--- config.mk ---
export PLATFORM = sky130hd
export DESIGN_NAME = gpu_irq_ctrl
export DESIGN_NICKNAME = d
export VERILOG_FILES = /design/src/rtl/gpu_irq_ctrl.sv
export SDC_FILE = /design/constraint.sdc
export NUM_CORES = 1
export LEC_CHECK = 0
export BUFFER_PORTS_ARGS = -buffer_cell sky130_fd_sc_hd__buf_2
export CORE_AREA = 2 2 39 41
export CTS_BUF_LIST = sky130_fd_sc_hd__clkbuf_8
export CTS_CLUSTER_DIAMETER = 120
export DETAILED_ROUTE_END_ITERATION = 8
export DIE_AREA = 0 0 41 43
export PLACE_DENSITY_LB_ADDON = 0.1
export SETUP_SLACK_MARGIN = 0.02
export SLEW_MARGIN = 40
export SYNTH_ARGS = -nofsm -noshare
export SYNTH_HDL_FRONTEND = slang
export SYNTH_SLANG_ARGS = --single-unit
--- constraint.sdc ---
create_clock -name i_clk -period 3.4 [get_ports i_clk]
set_clock_uncertainty 0.15 [all_clocks]
set_input_delay 0.68 -clock i_clk [delete_from_list [all_inputs] [get_ports i_clk]]
set_output_delay 0.68 -clock i_clk [all_outputs]
set_load 0.02 [all_outputs]
--- src/rtl/gpu_irq_ctrl.sv ---
// Edge-triggered, priority-encoded interrupt controller with a registered CPU interrupt line.
// Build option GPU_IRQ_HOLDOFF_EN adds a post-acknowledge holdoff state and down-counter.
module gpu_irq_ctrl #(
  parameter int NSRC           = 4,
  parameter int HOLDOFF_CYCLES = 8
) (
  input  logic            i_clk,
  input  logic            i_rst,
  input  logic [NSRC-1:0] i_src,
  input  logic [NSRC-1:0] i_mask,
  input  logic            i_ack,
  input  logic            i_clrAll,
  output logic            o_irq,
  output logic [2:0]      o_cause,
  output logic [NSRC-1:0] o_pending
);

  if (NSRC < 1 || NSRC > 8 || HOLDOFF_CYCLES < 1 || HOLDOFF_CYCLES > 255) begin : g_bad_param
    $error("gpu_irq_ctrl: parameter out of range");
  end

`ifdef GPU_IRQ_HOLDOFF_EN
  typedef enum logic [1:0] {
    ST_IDLE    = 2'd0,
    ST_ASSERT  = 2'd1,
    ST_HOLDOFF = 2'd2
  } state_t;
  localparam logic [7:0] HOLDOFF_LOAD = 8'(HOLDOFF_CYCLES - 1);
  logic [7:0] cnt_reg;
`else
  typedef enum logic [1:0] {
    ST_IDLE   = 2'd0,
    ST_ASSERT = 2'd1
  } state_t;
`endif

  state_t          state_reg;
  logic            irq_reg;
  logic            armed_reg;
  logic [NSRC-1:0] src_q_reg;
  logic [NSRC-1:0] pending_reg;
  logic [NSRC-1:0] pending_next;
  logic [NSRC-1:0] set_req;
  logic [NSRC-1:0] ack_hit;
  logic [NSRC-1:0] active;
  logic            active_any;
  logic            ack_fire;
  logic [2:0]      cause;

  assign active     = pending_reg & i_mask;
  assign active_any = |active;
  assign ack_fire   = (state_reg == ST_ASSERT) && i_ack && active_any;

  // Lowest set index of the enabled pending bits wins.
  always_comb begin
    cause = 3'd0;
    for (int k = NSRC - 1; k >= 0; k--) begin
      if (active[k]) cause = 3'(k);
    end
  end

  // armed_reg blanks the first edge after reset so a level held through release is not an event.
  genvar gi;
  for (gi = 0; gi < NSRC; gi++) begin : g_bit
    assign set_req[gi]      = armed_reg & i_src[gi] & ~src_q_reg[gi];
    assign ack_hit[gi]      = ack_fire && (cause == 3'(gi));
    assign pending_next[gi] = set_req[gi] ? 1'b1 :
                              ((i_clrAll || ack_hit[gi]) ? 1'b0 : pending_reg[gi]);
  end

  always_ff @(posedge i_clk or posedge i_rst) begin
    if (i_rst) begin
      armed_reg   <= 1'b0;
      src_q_reg   <= '0;
      pending_reg <= '0;
    end else begin
      armed_reg   <= 1'b1;
      src_q_reg   <= i_src;
      pending_reg <= pending_next;
    end
  end

  always_ff @(posedge i_clk or posedge i_rst) begin
    if (i_rst) begin
      state_reg <= ST_IDLE;
      irq_reg   <= 1'b0;
`ifdef GPU_IRQ_HOLDOFF_EN
      cnt_reg   <= 8'd0;
`endif
    end else begin
      case (state_reg)
        ST_IDLE: begin
          if (active_any) begin
            state_reg <= ST_ASSERT;
            irq_reg   <= 1'b1;
          end
        end
        ST_ASSERT: begin
          if (!active_any) begin
            state_reg <= ST_IDLE;
            irq_reg   <= 1'b0;
          end else if (i_ack) begin
            irq_reg <= 1'b0;
`ifdef GPU_IRQ_HOLDOFF_EN
            state_reg <= ST_HOLDOFF;
            cnt_reg   <= HOLDOFF_LOAD;
`else
            state_reg <= ST_IDLE;
`endif
          end
        end
`ifdef GPU_IRQ_HOLDOFF_EN
        // Leaving as the count reaches 0 makes HOLDOFF plus the IDLE cycle span HOLDOFF_CYCLES.
        ST_HOLDOFF: begin
          irq_reg <= 1'b0;
          if (cnt_reg <= 8'd1) begin
            state_reg <= ST_IDLE;
            cnt_reg   <= 8'd0;
          end else begin
            cnt_reg <= cnt_reg - 8'd1;
          end
        end
`endif
        default: begin
          state_reg <= ST_IDLE;
          irq_reg   <= 1'b0;
        end
      endcase
    end
  end

  assign o_irq     = irq_reg;
  assign o_cause   = cause;
  assign o_pending = pending_reg;

endmodule

==> key figures <==
Drt
  • Via density: 4.653
  • DRT Pass-1 Iters: 4
  • Met3 Wirelength: 58 µm
  • Initial DRC Count: 5
  • Highest Signal Layer: met3
  • Antenna viol nets, final: 0
  • M1 wire length: 400 µm
  • DR WL met2: 363 µm
  • Wire per inst: 10.97 µm
  • Drc violations: 0
  • Via count: 349
  • Final Routed Wirelength: 823 µm

Worst setup path
  • CP Class: input port to output port
  • Setup crit end kind: output port
  • Crit path DAT: 1.33 ns
  • CP startpoint kind: input port
  • Max FO, Critical Path: 4
  • Req. time, crit path: 2.57 ns

Status
  • Outcome: finished, final reports clean

Cells and area
  • Synth-to-layout area growth: 33.43%
  • Share of post-route cells with drive strength above 1: 0.4068
  • Commonest non-fill, non-tap cells in the layout: buf_2, dfrtp_1, nand2_1
  • Antenna diodes: 0
  • Most common cell after layout, fill and taps aside: buf_2
  • Fin cells: 75
  • Nets: 73

Global route
  • Vias in the first global route: 312
  • First-pass GRT wire length: 1262 µm
  • Largest net degree at the start of global routing: 11
  • Initial antenna violation count: 0
  • Overflow after GRT: 0
  • GRT Overall Usage: 0.1069

Timing
  • Total negative slack: 0 ns
  • RSZ-0062 raised after global routing: no
  • Setup violations, final: 0
  • Tmin final: 2.164 ns
  • Final period util: 0.6363
  • Final hold vios: 0
  • Slew Limit Fails: 0
  • Fmax achieved: 462.2 MHz

Synthesis
  • Distinct cells, synth: 19
  • Post-synth top area share: 0.5814
  • Post-synthesis sequential area ratio: 0.5814
  • Post-synth top area cell: dfrtp_1
  • Syn. warnings: 0
  • Syn avg cell area: 11.04 µm²
  • Post-synthesis cell area: 430.4 µm²
  • Synth area leaders: dfrtp_1, nand2_1, o32ai_2
  • Seq cells post-synth: 10
  • Mapped Nets: 51
  • Post-Syn Instances: 39

Clocking
  • CTS clock-pin slew for the worst setup and hold paths: 0.04 ns
  • TritonCTS Buffers: 3
  • Post_cts resized: 0
  • # clock sinks: 10
  • CTS HTree Levels: 1
  • CTS max path bufs: 2
  • Clk root buf: clkbuf_8
  • CTS tree: built
  • Postcts setup bufs: 0
  • Clock Latency Late Sink: 0.23 ns
  • CTS Hold Bufs: 0

Floorplan
  • Die Wd: 41 µm
  • Die area: 1763 µm²
  • CORE AREA: 1384 µm²
  • Initial core utilization: 0.3110
  • Site Rows: 14
  • Die height: 43 µm
  • IO Pins: 20

Power
  • Leakage: 0.2839 nW
  • Peak VDD IR: 0.2325 mV
  • P per Cell Area: 522.7 nW/µm²

Place
  • Placed insts: 72
  • RD Place Congestion: 0.6337
  • Port buffer count: 18

Run
  • Max-Cap Viols: 0

Worst hold path
  • Worst min-delay path category: register to register
layout make-up:
cell class | instances | area (µm²)
fill | 143 | 809.5
sequential | 10 | 250.2
multi-input combinational | 24 | 157.7
timing repair buffer | 18 | 90.09
clock buffer | 3 | 41.29
tap | 16 | 20.02
inverter | 4 | 15.01
layer usage:
layer | vias up | GRT usage
li1 | 178 | -
met1 | 156 | 0.1448
met2 | 15 | 0.1469
met3 | 0 | 0.03141
met4 | 0 | 0.06000
met5 | - | 0
kinds of logic after synthesis:
kind of cell,Yosys count,synth area share
compound gates,11,0.2151
buf+inv,5,0.05232
flops,10,0.5814
other cells,2,0.01745
simple gates,11,0.1338
cell usage after synthesis:
cell type	count
a22oi_1	1
dfrtp_1	10
inv_1	4
a32oi_1	1
o21ai_2	1
o32ai_1	1
and4_1	1
a311o_1	1
o32ai_2	1
nand2_1	5
nand3_1	2
conb_1	2
a22oi_2	1
and2_1	1
a21oi_1	3
nor2b_1	1
o21ai_0	1
buf_4	1
nand3b_1	1
power by group:
part	switching, mW	internal [mW]	leakage [nW]
logic	0.0288	0.0190	0.139
clock network	0.0399	0.0770	0.0216
registers	0.00720	0.128	0.123
worst paths after layout:
path / slack, ns / from / endpoint / cells past startpoint
worst max-delay path: 1.24 / i_mask[1] / o_cause[1] / 4
worst min-delay path: 0.27 / src_q_reg[2] / o_pending[2] / 1
worst max register to register: 2.19 / o_pending[0] / o_pending[3] / 3
worst min register to register: 0.27 / src_q_reg[2] / o_pending[2] / 1
max in group asynchronous: 2.54 / i_rst / o_pending[3] / 2
min in group asynchronous: 0.28 / i_rst / o_pending[0] / 2
stage by stage:
stage                     setup WS (ns)  power (mW)  utilization  cell area [µm²]  hold slack [ns]
after floorplan                   1.323      0.1655            -            430.4           0.2526
final                             1.236      0.3002       0.4150            574.3           0.2717
after CTS                         1.222      0.3045       0.4150            574.3           0.2742
after detailed placement          1.222      0.1859       0.3852            533.0           0.2686
after global placement            1.234      0.1859       0.3852            533.0           0.2629
after global routing              1.154      0.3162       0.4150            574.3           0.2871
worst max-delay path, stage by stage:
cell     delay [ns]
buf_2          0.11
a22oi_2        0.22
nor2b_1        0.15
buf_2          0.17
Power figures use the tool's default switching activity.
